File: config.mk
export PLATFORM = sky130hd
export DESIGN_NAME = scoreboard_warp_flat
export DESIGN_NICKNAME = d
export VERILOG_FILES = /design/src/rtl/gpu_scb_pkg.sv /design/src/rtl/scoreboard_warp_if.sv /design/src/rtl/scb_free_encoder.sv /design/src/rtl/scoreboard_warp.sv /design/src/flat_wrapper.sv
export SDC_FILE = /design/constraint.sdc
export NUM_CORES = 1
export LEC_CHECK = 0
export ABC_AREA = 1
export CAP_MARGIN = 0
export CORE_ASPECT_RATIO = 0.5
export CORE_MARGIN = 2
export CORE_UTILIZATION = 59
export DETAILED_ROUTE_END_ITERATION = 6
export GPL_ROUTABILITY_DRIVEN = 0
export HOLD_SLACK_MARGIN = 0.06
export PLACE_DENSITY = 0.85
export SETUP_SLACK_MARGIN = 0.02
export SYNTH_ARGS = -nofsm -noshare
export SYNTH_HDL_FRONTEND = slang
export SYNTH_SLANG_ARGS = --single-unit
File: constraint.sdc
create_clock -name clk -period 2.6 [get_ports clk]
set_input_delay 0.26 -clock clk [delete_from_list [all_inputs] [get_ports clk]]
set_output_delay 0.26 -clock clk [all_outputs]
set_load 0.005 [all_outputs]
File: src/rtl/gpu_scb_pkg.sv
// gpu_scb_pkg: shared constants and the entry record for the per-warp scoreboard.
// Holds SCB_DEPTH (entries), SCB_ID_W (entry index width), REG_ID_W (register id width)
// and scb_entry_t. Optional feature macro used by scoreboard_warp: SCB_MEM_ORDER_EN.
package gpu_scb_pkg;
  localparam int SCB_DEPTH = 4;
  localparam int SCB_ID_W  = 2;
  localparam int REG_ID_W  = 5;
  typedef struct packed {
    logic                valid;
    logic                incomplete;
    logic                dst_valid;
    logic [REG_ID_W-1:0] dst;
  } scb_entry_t;
endpackage

File: src/rtl/scoreboard_warp_if.sv
// scoreboard_warp_if: IBuffer/replay/writeback <-> scoreboard signal bundle.
// master drives instruction operands, grant, replay completion and writeback clear;
// slave (the scoreboard) returns full, dependent, allocation id and empty.
interface scoreboard_warp_if;
  logic [gpu_scb_pkg::REG_ID_W-1:0] src1_IB_Scb;
  logic [gpu_scb_pkg::REG_ID_W-1:0] src2_IB_Scb;
  logic [gpu_scb_pkg::REG_ID_W-1:0] dst_IB_Scb;
  logic                             src1_valid_IB_Scb;
  logic                             src2_valid_IB_Scb;
  logic                             dst_valid_IB_Scb;
  logic                             RP_grt_IB_Scb;
  logic                             replayable_IB_Scb;
  logic                             replay_complete;
  logic [gpu_scb_pkg::SCB_ID_W-1:0] replay_complete_ScbID;
  logic                             replay_SW_LWbar;
  logic                             clear_valid_WB_Scb;
  logic [gpu_scb_pkg::SCB_ID_W-1:0] clear_ScbID_WB_Scb;
  logic                             full_Scb_IB;
  logic                             dependent_Scb_IB;
  logic [gpu_scb_pkg::SCB_ID_W-1:0] ScbID_Scb_IB;
  logic                             empty_Scb;
  modport master (
    output src1_IB_Scb, src2_IB_Scb, dst_IB_Scb,
    output src1_valid_IB_Scb, src2_valid_IB_Scb, dst_valid_IB_Scb,
    output RP_grt_IB_Scb, replayable_IB_Scb,
    output replay_complete, replay_complete_ScbID, replay_SW_LWbar,
    output clear_valid_WB_Scb, clear_ScbID_WB_Scb,
    input  full_Scb_IB, dependent_Scb_IB, ScbID_Scb_IB, empty_Scb
  );
  modport slave (
    input  src1_IB_Scb, src2_IB_Scb, dst_IB_Scb,
    input  src1_valid_IB_Scb, src2_valid_IB_Scb, dst_valid_IB_Scb,
    input  RP_grt_IB_Scb, replayable_IB_Scb,
    input  replay_complete, replay_complete_ScbID, replay_SW_LWbar,
    input  clear_valid_WB_Scb, clear_ScbID_WB_Scb,
    output full_Scb_IB, dependent_Scb_IB, ScbID_Scb_IB, empty_Scb
  );
endinterface

File: src/rtl/scb_free_encoder.sv
// scb_free_encoder: picks the lowest-index free scoreboard entry.
// Ports: valid (entry valid vector) in; free_id (lowest invalid index, 0 when full) out; full out.
module scb_free_encoder
  import gpu_scb_pkg::*;
(
  input  logic [SCB_DEPTH-1:0] valid,
  output logic [SCB_ID_W-1:0]  free_id,
  output logic                 full
);
  always_comb begin
    full    = &valid;
    free_id = !valid[0] ? 2'd0 :
              !valid[1] ? 2'd1 :
              !valid[2] ? 2'd2 :
              !valid[3] ? 2'd3 : 2'd0;
  end
endmodule

File: src/rtl/scoreboard_warp.sv
// scoreboard_warp: 4-entry per-warp register scoreboard with replay tracking.
// Ports: clk (rising edge); rst (asynchronous, active-low); bus (scoreboard_warp_if.slave):
// operand ids/flags, grant, replayable, replay completion, writeback clear in;
// full, dependent, allocation id, empty out.
// Macro SCB_MEM_ORDER_EN: a replayable instruction is also held back while any
// valid entry is still incomplete (one outstanding memory op per warp).
module scoreboard_warp
  import gpu_scb_pkg::*;
(
  input  logic               clk,
  input  logic               rst,
  scoreboard_warp_if.slave   bus
);
  scb_entry_t            entry_q [SCB_DEPTH];
  scb_entry_t            entry_d [SCB_DEPTH];
  logic [SCB_DEPTH-1:0]  valid_vec;
  logic [SCB_ID_W-1:0]   free_id;
  logic                  full;
  logic                  dependent;
  always_comb begin
    for (int i = 0; i < SCB_DEPTH; i++) valid_vec[i] = entry_q[i].valid;
  end
  scb_free_encoder u_free (
    .valid   (valid_vec),
    .free_id (free_id),
    .full    (full)
  );
  // Replay completion is applied before the writeback clear so a same-id writeback
  // always wins and invalidates; allocation only ever targets an invalid entry, so it
  // cannot collide with a clear or completion that did take effect.
  always_comb begin
    entry_d = entry_q;
    for (int i = 0; i < SCB_DEPTH; i++) begin
      if (bus.replay_complete && bus.replay_complete_ScbID == SCB_ID_W'(i) && entry_q[i].valid) begin
        if (bus.replay_SW_LWbar) entry_d[i].valid = 1'b0;
        else entry_d[i].incomplete = 1'b0;
      end
      if (bus.clear_valid_WB_Scb && bus.clear_ScbID_WB_Scb == SCB_ID_W'(i) && entry_q[i].valid)
        entry_d[i].valid = 1'b0;
      if (bus.RP_grt_IB_Scb && !full && free_id == SCB_ID_W'(i))
        entry_d[i] = '{valid: 1'b1, incomplete: bus.replayable_IB_Scb,
                       dst_valid: bus.dst_valid_IB_Scb, dst: bus.dst_IB_Scb};
    end
  end
  always_comb begin
    dependent = 1'b0;
    for (int i = 0; i < SCB_DEPTH; i++) begin
      if (entry_q[i].valid && entry_q[i].dst_valid &&
          ((bus.src1_valid_IB_Scb && bus.src1_IB_Scb == entry_q[i].dst) ||
           (bus.src2_valid_IB_Scb && bus.src2_IB_Scb == entry_q[i].dst) ||
           (bus.dst_valid_IB_Scb  && bus.dst_IB_Scb  == entry_q[i].dst)))
        dependent = 1'b1;
`ifdef SCB_MEM_ORDER_EN
      if (bus.replayable_IB_Scb && entry_q[i].valid && entry_q[i].incomplete)
        dependent = 1'b1;
`endif
    end
  end
  always_ff @(posedge clk or negedge rst) begin
    if (!rst) entry_q <= '{default: '0};
    else entry_q <= entry_d;
  end
  assign bus.full_Scb_IB      = full;
  assign bus.ScbID_Scb_IB     = free_id;
  assign bus.dependent_Scb_IB = dependent;
  assign bus.empty_Scb        = ~|valid_vec;
  // A grant while full is dropped by the allocation gate above; this flags the
  // upstream protocol slip in simulation without stopping the run.
  grt_while_full: assert property (@(posedge clk) disable iff (!rst) !(bus.RP_grt_IB_Scb && full))
    else $warning("RP_grt_IB_Scb asserted while scoreboard full; grant ignored");
endmodule

File: src/flat_wrapper.sv
// flat-port wrapper written by rule: the top's interface ports become plain ports
module scoreboard_warp_flat import gpu_scb_pkg::*;
  (clk, rst, bus_src1_IB_Scb, bus_src2_IB_Scb, bus_dst_IB_Scb, bus_src1_valid_IB_Scb, bus_src2_valid_IB_Scb, bus_dst_valid_IB_Scb, bus_RP_grt_IB_Scb, bus_replayable_IB_Scb, bus_replay_complete, bus_replay_complete_ScbID, bus_replay_SW_LWbar, bus_clear_valid_WB_Scb, bus_clear_ScbID_WB_Scb, bus_full_Scb_IB, bus_dependent_Scb_IB, bus_ScbID_Scb_IB, bus_empty_Scb);
  scoreboard_warp_if bus_i ();
  input  logic clk;
  input  logic rst;
  input wire logic [$bits(bus_i.src1_IB_Scb)-1:0] bus_src1_IB_Scb;
  input wire logic [$bits(bus_i.src2_IB_Scb)-1:0] bus_src2_IB_Scb;
  input wire logic [$bits(bus_i.dst_IB_Scb)-1:0] bus_dst_IB_Scb;
  input wire logic [$bits(bus_i.src1_valid_IB_Scb)-1:0] bus_src1_valid_IB_Scb;
  input wire logic [$bits(bus_i.src2_valid_IB_Scb)-1:0] bus_src2_valid_IB_Scb;
  input wire logic [$bits(bus_i.dst_valid_IB_Scb)-1:0] bus_dst_valid_IB_Scb;
  input wire logic [$bits(bus_i.RP_grt_IB_Scb)-1:0] bus_RP_grt_IB_Scb;
  input wire logic [$bits(bus_i.replayable_IB_Scb)-1:0] bus_replayable_IB_Scb;
  input wire logic [$bits(bus_i.replay_complete)-1:0] bus_replay_complete;
  input wire logic [$bits(bus_i.replay_complete_ScbID)-1:0] bus_replay_complete_ScbID;
  input wire logic [$bits(bus_i.replay_SW_LWbar)-1:0] bus_replay_SW_LWbar;
  input wire logic [$bits(bus_i.clear_valid_WB_Scb)-1:0] bus_clear_valid_WB_Scb;
  input wire logic [$bits(bus_i.clear_ScbID_WB_Scb)-1:0] bus_clear_ScbID_WB_Scb;
  output wire logic [$bits(bus_i.full_Scb_IB)-1:0] bus_full_Scb_IB;
  output wire logic [$bits(bus_i.dependent_Scb_IB)-1:0] bus_dependent_Scb_IB;
  output wire logic [$bits(bus_i.ScbID_Scb_IB)-1:0] bus_ScbID_Scb_IB;
  output wire logic [$bits(bus_i.empty_Scb)-1:0] bus_empty_Scb;
  assign bus_i.src1_IB_Scb = bus_src1_IB_Scb;
  assign bus_i.src2_IB_Scb = bus_src2_IB_Scb;
  assign bus_i.dst_IB_Scb = bus_dst_IB_Scb;
  assign bus_i.src1_valid_IB_Scb = bus_src1_valid_IB_Scb;
  assign bus_i.src2_valid_IB_Scb = bus_src2_valid_IB_Scb;
  assign bus_i.dst_valid_IB_Scb = bus_dst_valid_IB_Scb;
  assign bus_i.RP_grt_IB_Scb = bus_RP_grt_IB_Scb;
  assign bus_i.replayable_IB_Scb = bus_replayable_IB_Scb;
  assign bus_i.replay_complete = bus_replay_complete;
  assign bus_i.replay_complete_ScbID = bus_replay_complete_ScbID;
  assign bus_i.replay_SW_LWbar = bus_replay_SW_LWbar;
  assign bus_i.clear_valid_WB_Scb = bus_clear_valid_WB_Scb;
  assign bus_i.clear_ScbID_WB_Scb = bus_clear_ScbID_WB_Scb;
  assign bus_full_Scb_IB = bus_i.full_Scb_IB;
  assign bus_dependent_Scb_IB = bus_i.dependent_Scb_IB;
  assign bus_ScbID_Scb_IB = bus_i.ScbID_Scb_IB;
  assign bus_empty_Scb = bus_i.empty_Scb;
  scoreboard_warp u_core (.clk(clk), .rst(rst), .bus(bus_i));
endmodule
==> flow_metrics.env <==
export IMPL_status="complete, no violations"
export IMPL_post_synth_top_area_cell="dfrtp_1"
export IMPL_final_nets=449
export IMPL_antenna_found_initial=0
export IMPL_syn_inst=386
export IMPL_setup_worst_path_start="bus_src1_IB_Scb[3]"
export IMPL_synth_top_area_share_pct=30.9
export IMPL_synth_seq_area_share_pct=30.9
export IMPL_largest_reg_flops=28
export IMPL_finalCriticalPeriod_ps=2430
export IMPL_cts_resized=0
export IMPL_path_class="input pin to output pin"
export IMPL_final_util_pct=75.0
export IMPL_rows=15
export IMPL_worst_ep_required_time_ps=2340
export IMPL_ys_ff_latch=28
export IMPL_skew_ps=3.61
export IMPL_dp_hpwl_um=4810
export IMPL_final_cell_mix="nand2_1, nor2_1, inv_1"
export IMPL_critical_path_buf_inv_count=4
export IMPL_h_tree_depth=1
export IMPL_r2r_end="u_core.entry_q[26]"
export IMPL_die_w_um=91.6
export IMPL_crit_path_end="bus_dependent_Scb_IB"
export IMPL_syn_area_um2=2260
export IMPL_wl_per_cell_um=13.2
export IMPL_r2r_cells=6
export IMPL_peakVddDrop_uv=714
export IMPL_power_mw=2.41
export IMPL_regMostFlops="u_core.entry_q"
export IMPL_maxCapViolations=0
export IMPL_avgSynthCellArea_um2=5.87
export IMPL_path_depth=12
export IMPL_max_freq_mhz=412
export IMPL_cts_buffers=3
export IMPL_initial_core_util_pct=63.8
export IMPL_antennaDiodeCount=0
export IMPL_vias=2549
export IMPL_cp_cell_sequence="clkdlybuf4s50_1 > inv_1 > nand2_1 > nand2_1 > nor2_1 > nand3_1 > nand3_1 > nand2_1 > nand2_1 > inv_1 > nand2_1 > clkdlybuf4s50_1"
export IMPL_first_pass_iters=5
export IMPL_cpPeakStageDelay_ps=570
export IMPL_synth_distinct_cells=19
export IMPL_p_leak_nw=1.46
export IMPL_clk_pin_slew_worst_paths_ps=90
export IMPL_dieArea_um2=4380
export IMPL_cp_arrival_ps=2170
export IMPL_crit_family="buffers and inverters"
export IMPL_gr_total_overflow=0
export IMPL_rsz0062_at_grt="no"
export IMPL_crit_path_end_kind="output pin"
export IMPL_slowest_stage="clkdlybuf4s50_1"
export IMPL_final_area_um2=2660
export IMPL_startpoint_type="input pin"
export IMPL_finalSetupTns_ps=0
export IMPL_grt_max_degree=29
export IMPL_root_buffer="clkbuf_8"
export IMPL_drc=0
export IMPL_hold_class="input pin to async pin"
export IMPL_avgViaCountPerCell=5.43
export IMPL_hold_buffers=0
export IMPL_syn_nets=415
export IMPL_placed_area_um2=2620
export IMPL_area_growth_pct=17.4
export IMPL_reg2reg_from="u_core.entry_q[15]"
export IMPL_reg_top3="u_core.entry_q (28)"
export IMPL_cts_tree="done"
export IMPL_clk_latency_ps=270
export IMPL_maxSlewHeadroom_pct=66.0
export IMPL_post_cts_buffers=0
export IMPL_drt_iter0_drc=195
export IMPL_ioPinCount=34
export IMPL_drive_above_1_share_pct=9.09
export IMPL_grt_usage_pct=29.4
export IMPL_core_um2=3550
export IMPL_power_density_nw_per_um2=908
export IMPL_ys_top_cells_by_area="dfrtp_1, nand2_1, nor2_1"
export IMPL_port_buffers=32
export IMPL_grt_pass1_vias=2188
export IMPL_clockBufferDepth=2
export IMPL_cts_sink_count=28
export IMPL_grt_pass1_wl_um=9740
export IMPL_die_h_um=47.8
export IMPL_final_common_cell="nand2_1"
export IMPL_ant_nets=0
export IMPL_yosys_warnings=0
export IMPL_cpMostUsedCell="nand2_1"
export IMPL_hold_viol_final=0
export IMPL_r2r_slack_ps=1170
export IMPL_critical_path_max_fanout=6
export IMPL_setup_viol=0
export IMPL_tightest_slew_ps=509
export IMPL_drt_wl_total_um=6190
export IMPL_period_share_pct=93.4
export IMPL_drv_slew=0
layer usage:
layer	routed length, um	global-route usage, %
met3	702	4.09
met2	2650	49.1
met4	95	10.3
met1	2740	40.9
met5	0	0
final cells by class:
type / instances / area, um2
flip-flops and latches: 28 / 701
fillers: 294 / 888
multi-input cells: 305 / 1340
well taps: 51 / 63.8
inverters: 49 / 184
clock buffers: 3 / 41.3
repair buffers: 33 / 328
cells in the mapped netlist:
cell type / count
o21ai_2: 19
nand4_1: 1
inv_1: 43
nor4_1: 1
nand2_1: 181
inv_2: 6
nor3_1: 4
nand3_2: 1
o21ai_0: 19
nor2_4: 1
nand3_1: 19
nor2_2: 2
o31ai_1: 2
a21oi_1: 4
nand2_2: 5
dfrtp_1: 28
nor2_1: 46
buf_2: 1
buf_6: 3
report_power, final:
part	leakage, nW	internal, mW	switching, mW
sequential	0.349	0.636	0.315
clock	0.0216	0.104	0.124
combinational	1.09	0.483	0.753
total	1.46	1.22	1.19
worst min path at each step:
stage / startpoint / to / cells after the start
2_1_floorplan: rst / u_core.entry_q[0] / 0
3_3_place_gp: u_core.entry_q[13] / u_core.entry_q[13] / 2
3_5_place_dp: u_core.entry_q[13] / u_core.entry_q[13] / 2
4_1_cts: rst / u_core.entry_q[13] / 2
5_1_grt: rst / u_core.entry_q[4] / 2
6_report: rst / u_core.entry_q[4] / 2
stage by stage:
step / setup WS [ps] / hold WS (ps) / instances
floorplan: 1380 / -35.6 / 386
finish: 172 / 352 / 469
CTS: 214 / 365 / 469
global placement: 260 / 467 / 466
global route: 46.4 / 381 / 469
detailed placement: 243 / 467 / 466
cell families (layout without fill, tap and decap cells):
kind of cell	after synthesis	in the layout	synth area share, %
flip-flops	28	28	30.9
AND/OR/NAND/NOR	261	261	46.1
buffers and inverters	53	85	9.83
AO/OA/AOI/OAI	44	44	13.1
(Power assumes the default switching activity.)
